## src/rtl/sort_pkg.sv

```systemverilog
// Shared definitions for the sorter front end: FSM state encoding and sorter limits.
// The localparams give the raw encodings; state_t wraps them for the loader FSM.
package sort_pkg;

  localparam logic [1:0] LOAD  = 2'd0;
  localparam logic [1:0] ISSUE = 2'd1;
  localparam logic [1:0] SORT  = 2'd2;
  localparam logic [1:0] DONE  = 2'd3;

  // The sorter cannot handle a region shorter than this.
  localparam int MIN_SORT_LEN = 2;

  typedef enum logic [1:0] {
    ST_LOAD  = LOAD,
    ST_ISSUE = ISSUE,
    ST_SORT  = SORT,
    ST_DONE  = DONE
  } state_t;

endpackage

```

## src/rtl/sort_loader_if.sv

```systemverilog
// Bundle of the loader's stream, order, sorter-RAM and muxed-RAM signals.
// master is the environment (producer + sorter) side, slave is the loader side.
interface sort_loader_if #(
  parameter int DATA_WIDTH = 16,
  parameter int ADDR_WIDTH = 16
);

  logic                         in_valid;
  logic                         in_ready;
  logic signed [DATA_WIDTH-1:0] in_data;
  logic                         in_last;

  logic                         order_valid;
  logic                         order_busy;
  logic        [ADDR_WIDTH-1:0] order_start;
  logic        [DATA_WIDTH-1:0] order_len;

  logic        [ADDR_WIDTH-1:0] srt_ram_addr;
  logic                         srt_ram_write_req;
  logic        [DATA_WIDTH-1:0] srt_ram_write_data;

  logic        [ADDR_WIDTH-1:0] ram_addr;
  logic                         ram_write_req;
  logic        [DATA_WIDTH-1:0] ram_write_data;

  logic                         done;
  logic                         overflow;

  modport master (
    output in_valid, in_data, in_last,
    output order_busy,
    output srt_ram_addr, srt_ram_write_req, srt_ram_write_data,
    input  in_ready,
    input  order_valid, order_start, order_len,
    input  ram_addr, ram_write_req, ram_write_data,
    input  done, overflow
  );

  modport slave (
    input  in_valid, in_data, in_last,
    input  order_busy,
    input  srt_ram_addr, srt_ram_write_req, srt_ram_write_data,
    output in_ready,
    output order_valid, order_start, order_len,
    output ram_addr, ram_write_req, ram_write_data,
    output done, overflow
  );

endinterface

```

## src/rtl/sort_ram_mux.sv

```systemverilog
// Combinational 2:1 select of the RAM {addr, write enable, data} port.
// sel_sorter hands the port to the sorter; otherwise the loader's write registers drive it.
module sort_ram_mux #(
  parameter int ADDR_WIDTH = 16,
  parameter int DATA_WIDTH = 16
) (
  input  logic                  sel_sorter,
  input  logic [ADDR_WIDTH-1:0] lw_addr,
  input  logic                  lw_we,
  input  logic [DATA_WIDTH-1:0] lw_data,
  input  logic [ADDR_WIDTH-1:0] srt_addr,
  input  logic                  srt_we,
  input  logic [DATA_WIDTH-1:0] srt_data,
  output logic [ADDR_WIDTH-1:0] ram_addr,
  output logic                  ram_we,
  output logic [DATA_WIDTH-1:0] ram_data
);

  assign ram_addr = sel_sorter ? srt_addr : lw_addr;
  assign ram_we   = sel_sorter ? srt_we   : lw_we;
  assign ram_data = sel_sorter ? srt_data : lw_data;

endmodule

```

## src/rtl/sort_loader.sv

```systemverilog
// Buffers one set of streamed words into RAM from BASE_ADDR, issues a single sort order,
// waits for the sorter, then pulses done. Writes land one cycle after each accepted word.
module sort_loader
  import sort_pkg::*;
#(
  parameter int DATA_WIDTH = 16,
  parameter int ADDR_WIDTH = 16,
  parameter int BASE_ADDR  = 0,
  parameter int MAX_LEN    = 256
) (
  input logic          clk,
  input logic          rst,
  sort_loader_if.slave bus
);

  localparam logic [ADDR_WIDTH:0]   MAX_W  = (ADDR_WIDTH+1)'(MAX_LEN);
  localparam logic [ADDR_WIDTH-1:0] BASE_A = ADDR_WIDTH'(BASE_ADDR);
  localparam logic [ADDR_WIDTH-1:0] MIN_A  = ADDR_WIDTH'(MIN_SORT_LEN);

  state_t                  state;
  logic [ADDR_WIDTH-1:0]   count;
  logic [ADDR_WIDTH-1:0]   len_q;
  logic [ADDR_WIDTH-1:0]   len_new;
  logic [ADDR_WIDTH-1:0]   lw_addr;
  logic [DATA_WIDTH-1:0]   lw_data;
  logic                    lw_we;
  logic                    in_ready_q;
  logic                    order_valid_q;
  logic                    done_q;
  logic                    overflow_q;
  logic                    handshake;
  logic                    room;
  logic                    stored;
  logic                    sel_sorter;

  assign handshake = bus.in_valid && in_ready_q;
  assign room      = {1'b0, count} < MAX_W;
  assign stored    = handshake && room;
  // Length of the set as it stands after this cycle's word, if any, is stored.
  assign len_new   = stored ? count + ADDR_WIDTH'(1) : count;

  always_ff @(posedge clk or posedge rst) begin
    if (rst) begin
      state         <= ST_LOAD;
      count         <= '0;
      len_q         <= '0;
      lw_addr       <= '0;
      lw_data       <= '0;
      lw_we         <= 1'b0;
      in_ready_q    <= 1'b0;
      order_valid_q <= 1'b0;
      done_q        <= 1'b0;
      overflow_q    <= 1'b0;
    end else begin
      lw_we  <= 1'b0;
      done_q <= 1'b0;
      case (state)
        ST_LOAD: begin
          in_ready_q <= 1'b1;
          if (stored) begin
            lw_we   <= 1'b1;
            lw_addr <= BASE_A + count;
            lw_data <= bus.in_data;
            count   <= count + ADDR_WIDTH'(1);
          end
          if (handshake && !room) begin
            overflow_q <= 1'b1;
          end
          // A dropped last word still closes the set.
          if (handshake && bus.in_last) begin
            len_q      <= len_new;
            in_ready_q <= 1'b0;
            if (len_new >= MIN_A) begin
              state         <= ST_ISSUE;
              order_valid_q <= 1'b1;
            end else begin
              state  <= ST_DONE;
              done_q <= 1'b1;
            end
          end
        end
        ST_ISSUE: begin
          if (!bus.order_busy) begin
            order_valid_q <= 1'b0;
            state         <= ST_SORT;
          end
        end
        ST_SORT: begin
          if (!bus.order_busy) begin
            state  <= ST_DONE;
            done_q <= 1'b1;
          end
        end
        ST_DONE: begin
          count      <= '0;
          overflow_q <= 1'b0;
          in_ready_q <= 1'b1;
          state      <= ST_LOAD;
        end
        default: state <= ST_LOAD;
      endcase
    end
  end

  assign bus.in_ready    = in_ready_q;
  assign bus.order_valid = order_valid_q;
  assign bus.order_start = BASE_A;
  assign bus.order_len   = DATA_WIDTH'(len_q);
  assign bus.done        = done_q;
  assign bus.overflow    = overflow_q;

  // The final loader write drains during ISSUE, so only SORT hands over the port.
  assign sel_sorter = (state == ST_SORT);

  sort_ram_mux #(
    .ADDR_WIDTH(ADDR_WIDTH),
    .DATA_WIDTH(DATA_WIDTH)
  ) u_ram_mux (
    .sel_sorter(sel_sorter),
    .lw_addr   (lw_addr),
    .lw_we     (lw_we),
    .lw_data   (lw_data),
    .srt_addr  (bus.srt_ram_addr),
    .srt_we    (bus.srt_ram_write_req),
    .srt_data  (bus.srt_ram_write_data),
    .ram_addr  (bus.ram_addr),
    .ram_we    (bus.ram_write_req),
    .ram_data  (bus.ram_write_data)
  );

endmodule

```

## src/flat_wrapper.sv

```systemverilog
// flat-port wrapper written by rule: the top's interface ports become plain ports
module sort_loader_flat import sort_pkg::*;
#(
  parameter int DATA_WIDTH = 16,
  parameter int ADDR_WIDTH = 16,
  parameter int BASE_ADDR  = 0,
  parameter int MAX_LEN    = 256
)
  (clk, rst, bus_in_valid, bus_in_data, bus_in_last, bus_order_busy, bus_srt_ram_addr, bus_srt_ram_write_req, bus_srt_ram_write_data, bus_in_ready, bus_order_valid, bus_order_start, bus_order_len, bus_ram_addr, bus_ram_write_req, bus_ram_write_data, bus_done, bus_overflow);
  sort_loader_if #(.DATA_WIDTH(DATA_WIDTH), .ADDR_WIDTH(ADDR_WIDTH)) bus_i ();
  input logic clk;
  input logic rst;
  input wire logic [$bits(bus_i.in_valid)-1:0] bus_in_valid;
  input wire logic [$bits(bus_i.in_data)-1:0] bus_in_data;
  input wire logic [$bits(bus_i.in_last)-1:0] bus_in_last;
  input wire logic [$bits(bus_i.order_busy)-1:0] bus_order_busy;
  input wire logic [$bits(bus_i.srt_ram_addr)-1:0] bus_srt_ram_addr;
  input wire logic [$bits(bus_i.srt_ram_write_req)-1:0] bus_srt_ram_write_req;
  input wire logic [$bits(bus_i.srt_ram_write_data)-1:0] bus_srt_ram_write_data;
  output wire logic [$bits(bus_i.in_ready)-1:0] bus_in_ready;
  output wire logic [$bits(bus_i.order_valid)-1:0] bus_order_valid;
  output wire logic [$bits(bus_i.order_start)-1:0] bus_order_start;
  output wire logic [$bits(bus_i.order_len)-1:0] bus_order_len;
  output wire logic [$bits(bus_i.ram_addr)-1:0] bus_ram_addr;
  output wire logic [$bits(bus_i.ram_write_req)-1:0] bus_ram_write_req;
  output wire logic [$bits(bus_i.ram_write_data)-1:0] bus_ram_write_data;
  output wire logic [$bits(bus_i.done)-1:0] bus_done;
  output wire logic [$bits(bus_i.overflow)-1:0] bus_overflow;
  assign bus_i.in_valid = bus_in_valid;
  assign bus_i.in_data = bus_in_data;
  assign bus_i.in_last = bus_in_last;
  assign bus_i.order_busy = bus_order_busy;
  assign bus_i.srt_ram_addr = bus_srt_ram_addr;
  assign bus_i.srt_ram_write_req = bus_srt_ram_write_req;
  assign bus_i.srt_ram_write_data = bus_srt_ram_write_data;
  assign bus_in_ready = bus_i.in_ready;
  assign bus_order_valid = bus_i.order_valid;
  assign bus_order_start = bus_i.order_start;
  assign bus_order_len = bus_i.order_len;
  assign bus_ram_addr = bus_i.ram_addr;
  assign bus_ram_write_req = bus_i.ram_write_req;
  assign bus_ram_write_data = bus_i.ram_write_data;
  assign bus_done = bus_i.done;
  assign bus_overflow = bus_i.overflow;
  sort_loader #(.DATA_WIDTH(DATA_WIDTH), .ADDR_WIDTH(ADDR_WIDTH), .BASE_ADDR(BASE_ADDR), .MAX_LEN(MAX_LEN)) u_core (.clk(clk), .rst(rst), .bus(bus_i));
endmodule
```

## config.mk

```make
export PLATFORM = sky130hd
export DESIGN_NAME = sort_loader_flat
export DESIGN_NICKNAME = d
export VERILOG_FILES = /design/src/rtl/sort_pkg.sv /design/src/rtl/sort_loader_if.sv /design/src/rtl/sort_ram_mux.sv /design/src/rtl/sort_loader.sv /design/src/flat_wrapper.sv
export SDC_FILE = /design/constraint.sdc
export NUM_CORES = 1
export LEC_CHECK = 0
export CORE_UTILIZATION = 40
export CTS_BUF_LIST = sky130_fd_sc_hd__clkbuf_8
export DETAILED_ROUTE_END_ITERATION = 8
export DONT_BUFFER_PORTS = 1
export MAX_ROUTING_LAYER = met4
export PLACE_DENSITY_LB_ADDON = 0.05
export REMOVE_ABC_BUFFERS = 1
export SETUP_SLACK_MARGIN = 0.2
export SLEW_MARGIN = 30
export SYNTH_ARGS = -nofsm -noshare
export SYNTH_HDL_FRONTEND = slang
export SYNTH_HIERARCHICAL = 1
export SYNTH_SLANG_ARGS = --single-unit
```

## constraint.sdc

```tcl
create_clock -name clk -period 2.6 [get_ports clk]
set_input_delay 0.26 -clock clk [delete_from_list [all_inputs] [get_ports clk]]
set_output_delay 0.26 -clock clk [all_outputs]
set_load 0.03 [all_outputs]
```

==> results of run 1 <==
synth_stat cells (2+ instances only):
master	n	area share (%)
ha_1	5	1.7
nand3_1	2	0.26
buf_4	16	3.2
mux2_2	28	8.3
nor2b_1	3	0.50
nand4_1	3	0.50
and2_1	16	2.6
dfrtp_1	71	47
xnor2_1	4	0.93
mux2_4	30	12
nand2_1	22	2.2
mux2_1	8	2.4
buf_12	3	1.6
a21oi_1	6	0.79
inv_1	8	0.79
and4_1	2	0.46
nor4_1	3	0.50
clkbuf_1	7	0.69
o31ai_1	3	0.60
xor2_1	4	0.93
buf_2	6	0.79
o21ai_0	16	2.1
and3_1	2	0.33
nor3_1	3	0.40
nor2_1	14	1.4
buf_6	3	0.89
critical path, stage by stage (launching register included):
cell and delay [ns]:
dfrtp_1 0.39, or4_4 0.59, nor3_1 0.28, and3_2 0.30, o211a_1 0.18, o211ai_1 0.17, a211o_1 0.30
per-stage QoR:
stage | cell area [um^2] | power (W) | hold WS, ns | utilization [%]
floorplan | 3570 | 0.00351 | 0.359 | -
global placement | 3810 | 0.00387 | 0.366 | 41.4
detailed placement | 3810 | 0.00389 | 0.368 | 41.4
CTS | 4040 | 0.00485 | 0.0315 | 43.9
global route | 4060 | 0.00508 | 0.0153 | 44.1
finish | 4060 | 0.00477 | 0.0462 | 44.1
cell type report:
| cell class | count | area, um^2 |
|---|---|---|
| fillers | 883 | 5140 |
| multi-input cells | 217 | 1780 |
| flip-flops and latches | 71 | 1780 |
| well taps | 111 | 139 |
| clock buffers | 9 | 124 |
| repair buffers | 12 | 124 |
| clock inverters | 5 | 83.8 |
| inverters | 8 | 30.0 |
per-layer routing:
metal  global-route usage (%)  wire length (um)
met5                        -                 0
met1                     19.3              3200
met2                     23.9              3110
met4                     5.09                83
met3                     5.83               482
power groups by stage:
stage                     registers, W  clock network (W)  logic, W
after global placement         0.00159                  0   0.00228
after floorplan                0.00156                  0   0.00195
after CTS                      0.00157           0.000977   0.00230
after global routing           0.00161            0.00103   0.00244
after detailed placement       0.00159                  0   0.00229
final                          0.00156           0.000939   0.00226
what timing repair did:
action | 4_1_cts | 5_1_grt
resized for setup | 2 | 2
hold buffers | 1 | 1
pin swaps | 0 | 2
endpoints found under the hold margin | 1 | 1
setup buffers | 0 | 0
endpoints found under the setup margin | 2 | 2
registers in the layout (all words and copies together), names as in the netlist:
register / count
u_core/bus.order_len: 16
u_core/bus.in_ready: 1
u_core/bus.order_valid: 1
u_core/bus.done: 1
u_core/count: 16
u_core/bus.overflow: 1
u_core/lw_data: 16
u_core/lw_we: 1
u_core/lw_addr: 16
u_core/state: 2
cells by family (layout without fill, tap and decap cells):
family	count (synthesis)	in the layout	synth area share (%)
AO/OA/AOI/OAI	39	39	6.61
XOR/XNOR	8	8	1.85
adder cells (fa/ha/maj)	5	5	1.65
buffers and inverters	44	34	8.04
flip-flops	71	71	47.0
multiplexers	67	67	22.9
other	1	16	0.0991
AND/OR/NAND/NOR	82	82	11.9
worst max path at each step:
stage,endpoint,slack (ns),cells after the start
4_1_cts,u_core/bus.order_valid,0.24,7
6_report,u_core/bus.order_valid,0.29,6
2_1_floorplan,bus_ram_write_data[13],0.06,3
5_1_grt,u_core/bus.order_valid,0.17,6
3_5_place_dp,u_core/bus.order_valid,0.08,6
3_3_place_gp,u_core/bus.order_valid,0.11,6
==> impl_metrics.toml, run 1 <==
[job]
drv_cap = 0

[drt]
routed_via_density = 5.09
first_iter_violations = 54
wl_per_cell_um = 15.9
drt_wl_total_mm = 6.87
ant_nets = 0
dr.pass1.iters = 4
drcViolationCount = 0
dr_total_vias = 2204

[sta]
final.setup.worst_slack_ns = 0.285
fmaxAchievable_ghz = 0.432
drv_slew = 0
tns_ns = 0
finalClockSkew_ns = 0.00728
hold_viol = 0
period_minus_slack_ns = 2.31
min_period_over_period_pct = 89.0
rsz0062_at_grt = "false"
max_slew_margin_pct = 56.1
worstMarginPinSlew_ns = 0.658
finalSetupViolations = 0

[layout]
syn2layout_area_growth_pct = 7.18
fin_nets = 378
final_cell_mix = "dfrtp_1 (71), mux2_4 (30), mux2_2 (28)"
layout_commonest_cell = "dfrtp_1"
antenna_cells = 0
stdcell_count = 433
post_route_cells_drive_above_1_share_pct = 29.2

[synthesis]
ys_ff_latch = 71
yosysUniqueCellTypes = 55
postSynthAreaPerCell_um2 = 11.9
synthFlopType = "dfrtp_1"
seq_area_frac_synth_pct = 47.0
synth_cells = 317
ys_warn_count = 6
synth-edff-count = 0
synthArstFlopShare_pct = 100
synth_area_um2 = 3780

[clock_tree]
htreeDepth = 3
cts_buffers = 9
clock_sinks = 71
cts-root-buf = "clkbuf_8"
tritoncts = "yes"
clk_pin_slew_ns = 0.07
clk_path_buf_depth = 2
clk_latency_ns = 0.34

[global_route]
grt_pass1_vias = 2224
grt_pass1_wl_mm = 11.5
grt_start_max_net_pins = 72
antenna_found_initial = 0
grt_use_total_pct = 15.7
overflow = 0

[floorplanning]
core_um2 = 9200
start_util_pct = 41.1
die_h_um = 99.3
ios = 123
rows = 35
die_w_um = 99.3
die_area_um2 = 9850

[setup_path]
path_class = "reg2reg"
r2r_slack_ns = 0.29
crit_path_end_kind = "register"
reg2reg_to = "u_core/bus.order_valid"
cp-start-kind = "register"
rr_worst_depth = 6
rr_startpoint = "u_core/count[11]"
critPathLaunch = "u_core/count[11]"
path_max_fanout = 6
critical_path_required_ns = 2.83
cp.arrival_ns = 2.54

[power]
powerDensity_nw_per_um2 = 1180
comb_power_share_pct = 47.5
intPower_w = 0.00278
clkPwrFrac_pct = 19.7
p_seq_share_pct = 32.8
peakVddDrop_v = 0.000815
p_switching_w = 0.00199
swShare_pct = 41.8
p_leak_nw = 1.93

[place]
dpl.hpwl_mm = 4.72
dp_slack_ns = 0.0809
dp_cells = 417
place_congestion = 0.816
port-buffer-count = 0

[worst_hold_path]
hold_end = "u_core/lw_data[6]"
hold_path_class = "in2reg"
hp-start = "bus_in_data[6]"
whs_path_depth = 1

[status]
status = "finished clean"
Note: power is estimated with default switching activity, not from simulation.
==> run 2, diff against run 1 <==
--- a/config.mk
+++ b/config.mk
@@ -5,7 +5,8 @@
 export SDC_FILE = /design/constraint.sdc
 export NUM_CORES = 1
 export LEC_CHECK = 0
-export CORE_UTILIZATION = 40
+export CORE_MARGIN = 3
+export CORE_UTILIZATION = 54
 export CTS_BUF_LIST = sky130_fd_sc_hd__clkbuf_8
 export DETAILED_ROUTE_END_ITERATION = 8
 export DONT_BUFFER_PORTS = 1
==> run 2 against run 1 <==
  * Routed wire length down 3.8%
  * Non-clock buffer count stayed put
  * Highest routed layer unchanged
  * Register-to-register slack better by 0.02 ns
  * First-iteration DRC count increased by 85%
  * Final cell count fell by 3.7%
  * Utilization grew 17 points
  * Largest cell class is now flip-flops and latches
  * Final area is 0.25% lower
==> impl_metrics.toml, run 2 (same netlist as run 1, synthesis figures left out) <==
[layout]
layout_commonest_cell = "dfrtp_1"
antenna_cells = 0
syn2layout_area_growth_pct = 6.91
final_cell_mix = "dfrtp_1 (71), mux2_4 (30), mux2_2 (28)"
fin_nets = 378
final_core_utilization_pct = 61.6
post_route_cells_drive_above_1_share_pct = 29.3

[power]
clkPwrFrac_pct = 20.8
peakVddDrop_v = 0.000794
p_leak_nw = 1.96
swShare_pct = 41.2
p_seq_share_pct = 32.7
comb_power_share_pct = 46.5
powerDensity_nw_per_um2 = 1190
p_switching_w = 0.00199
intPower_w = 0.00283

[status]
status = "finished clean"

[drt]
drt_wl_total_mm = 6.61
ant_nets = 0
routed_via_density = 5.41
first_iter_violations = 100
drt-met1-wl_mm = 2.99
dr_wl_met3_um = 526
drcViolationCount = 0
dr.pass1.iters = 4
wl_met2_mm = 3.02
wl_per_cell_um = 15.9
dr_total_vias = 2256
top_layer_used = "met4"

[clock_tree]
clk_path_buf_depth = 2
cts-root-buf = "clkbuf_8"
htreeDepth = 3
clock_sinks = 71
clk_pin_slew_ns = 0.07
clk_latency_ns = 0.34
tritoncts = "yes"
cts_buffers = 9

[sta]
finalClockSkew_ns = 0.00764
fmaxAchievable_ghz = 0.435
tns_ns = 0
worstMarginPinSlew_ns = 0.534
min_period_over_period_pct = 88.4
period_minus_slack_ns = 2.30
rsz0062_at_grt = "false"
finalSetupViolations = 0
drv_slew = 0
max_slew_margin_pct = 63.9
hold_viol = 0

[floorplanning]
die_area_um2 = 8050
die_w_um = 89.7
ios = 123
start_util_pct = 57.6
core_um2 = 6570
rows = 29
die_h_um = 89.7

[job]
drv_cap = 0

[global_route]
grt_start_max_net_pins = 36
grt_use_total_pct = 17.4
overflow = 0
grt_pass1_wl_mm = 11.1
antenna_found_initial = 0
grt_pass1_vias = 2165

[place]
port-buffer-count = 0
place_congestion = 0.859
dpl.hpwl_mm = 4.83

[setup_path]
critPathMaxStageDelay_ns = 0.59
path_class = "reg2reg"
path_max_fanout = 6
slowest_stage = "or4_4"
crit_path_end_kind = "register"
cp_cell_sequence = "or4_4 > nor4_4 > buf_4 > nor4_1 > o211a_1 > o2111a_1 > a211o_1"
cp.arrival_ns = 2.52
cp-start-kind = "register"
critical_path_required_ns = 2.82

[worst_hold_path]
hold_path_class = "in2reg"
## run 2: cell type report
cell class                      count  area (um^2)
Fill cell                         544         2520
Sequential cell                    71         1780
Multi-Input combinational cell    217         1770
Clock buffer                       11          151
Timing Repair Buffer               12          118
Tap cell                           93          116
Clock inverter                      5         80.1
Inverter                            8         30.0
## run 2: routing by layer
layer	vias to the layer above	GRT usage, %
met5	-	-
met4	0	4.98
met3	6	6.01
met2	98	26.3
met1	1076	22.3
li1	1076	-
## run 2: path summary, 6_finish.rpt
path | from | end | slack [ns] | cells after the start
worst max-delay path | u_core/count[13] | u_core/bus.order_valid | 0.30 | 7
worst min-delay path | bus_order_busy | u_core/bus.done | 0.02 | 1
worst max register to register | u_core/count[13] | u_core/bus.order_valid | 0.30 | 7
worst min register to register | u_core/lw_addr[11] | u_core/lw_addr[11] | 0.49 | 1
max in group asynchronous | rst | u_core/bus.in_ready | 1.52 | 3
min in group asynchronous | rst | u_core/lw_addr[12] | 0.37 | 2
## run 2: what timing repair did
| item | 4_1_cts | 5_1_grt |
|---|---|---|
| hold buffers | 1 | 0 |
| cloned | 0 | 0 |
| gates resized for setup | 2 | 1 |
| pin swaps | 0 | 2 |
| endpoints found under the setup margin | 3 | 2 |
| endpoints found under the hold margin | 20 | 0 |
| setup buffers | 0 | 1 |
## run 2: power by group through the flow
stage / Combinational (W) / Sequential, W / Clock, W
2_1_floorplan: 0.00195 / 0.00156 / 0
3_3_place_gp: 0.00225 / 0.00159 / 0
3_5_place_dp: 0.00227 / 0.00160 / 0
4_1_cts: 0.00227 / 0.00158 / 0.00102
5_1_grt: 0.00240 / 0.00161 / 0.00107
6_report: 0.00224 / 0.00157 / 0.00100
## run 2: per-stage QoR
stage / power [W] / cells / hold slack, ns / setup slack, ns / area, um^2
after floorplan: 0.00351 / 296 / 0.359 / 0.0607 / 3570
after global placement: 0.00383 / 399 / 0.183 / 0.117 / 3780
after detailed placement: 0.00387 / 399 / 0.181 / 0.0613 / 3780
after CTS: 0.00487 / 416 / 0.00605 / 0.224 / 4040
after global routing: 0.00508 / 417 / 0.00476 / 0.202 / 4050
final: 0.00482 / 417 / 0.0238 / 0.302 / 4050
## run 2: critical path, delay by kind of cell, from the launching register on
family / cells / cell delay [ns]
compound gates: 3 / 0.72
simple gates: 3 / 0.90
flops: 1 / 0.38
buf+inv: 1 / 0.17
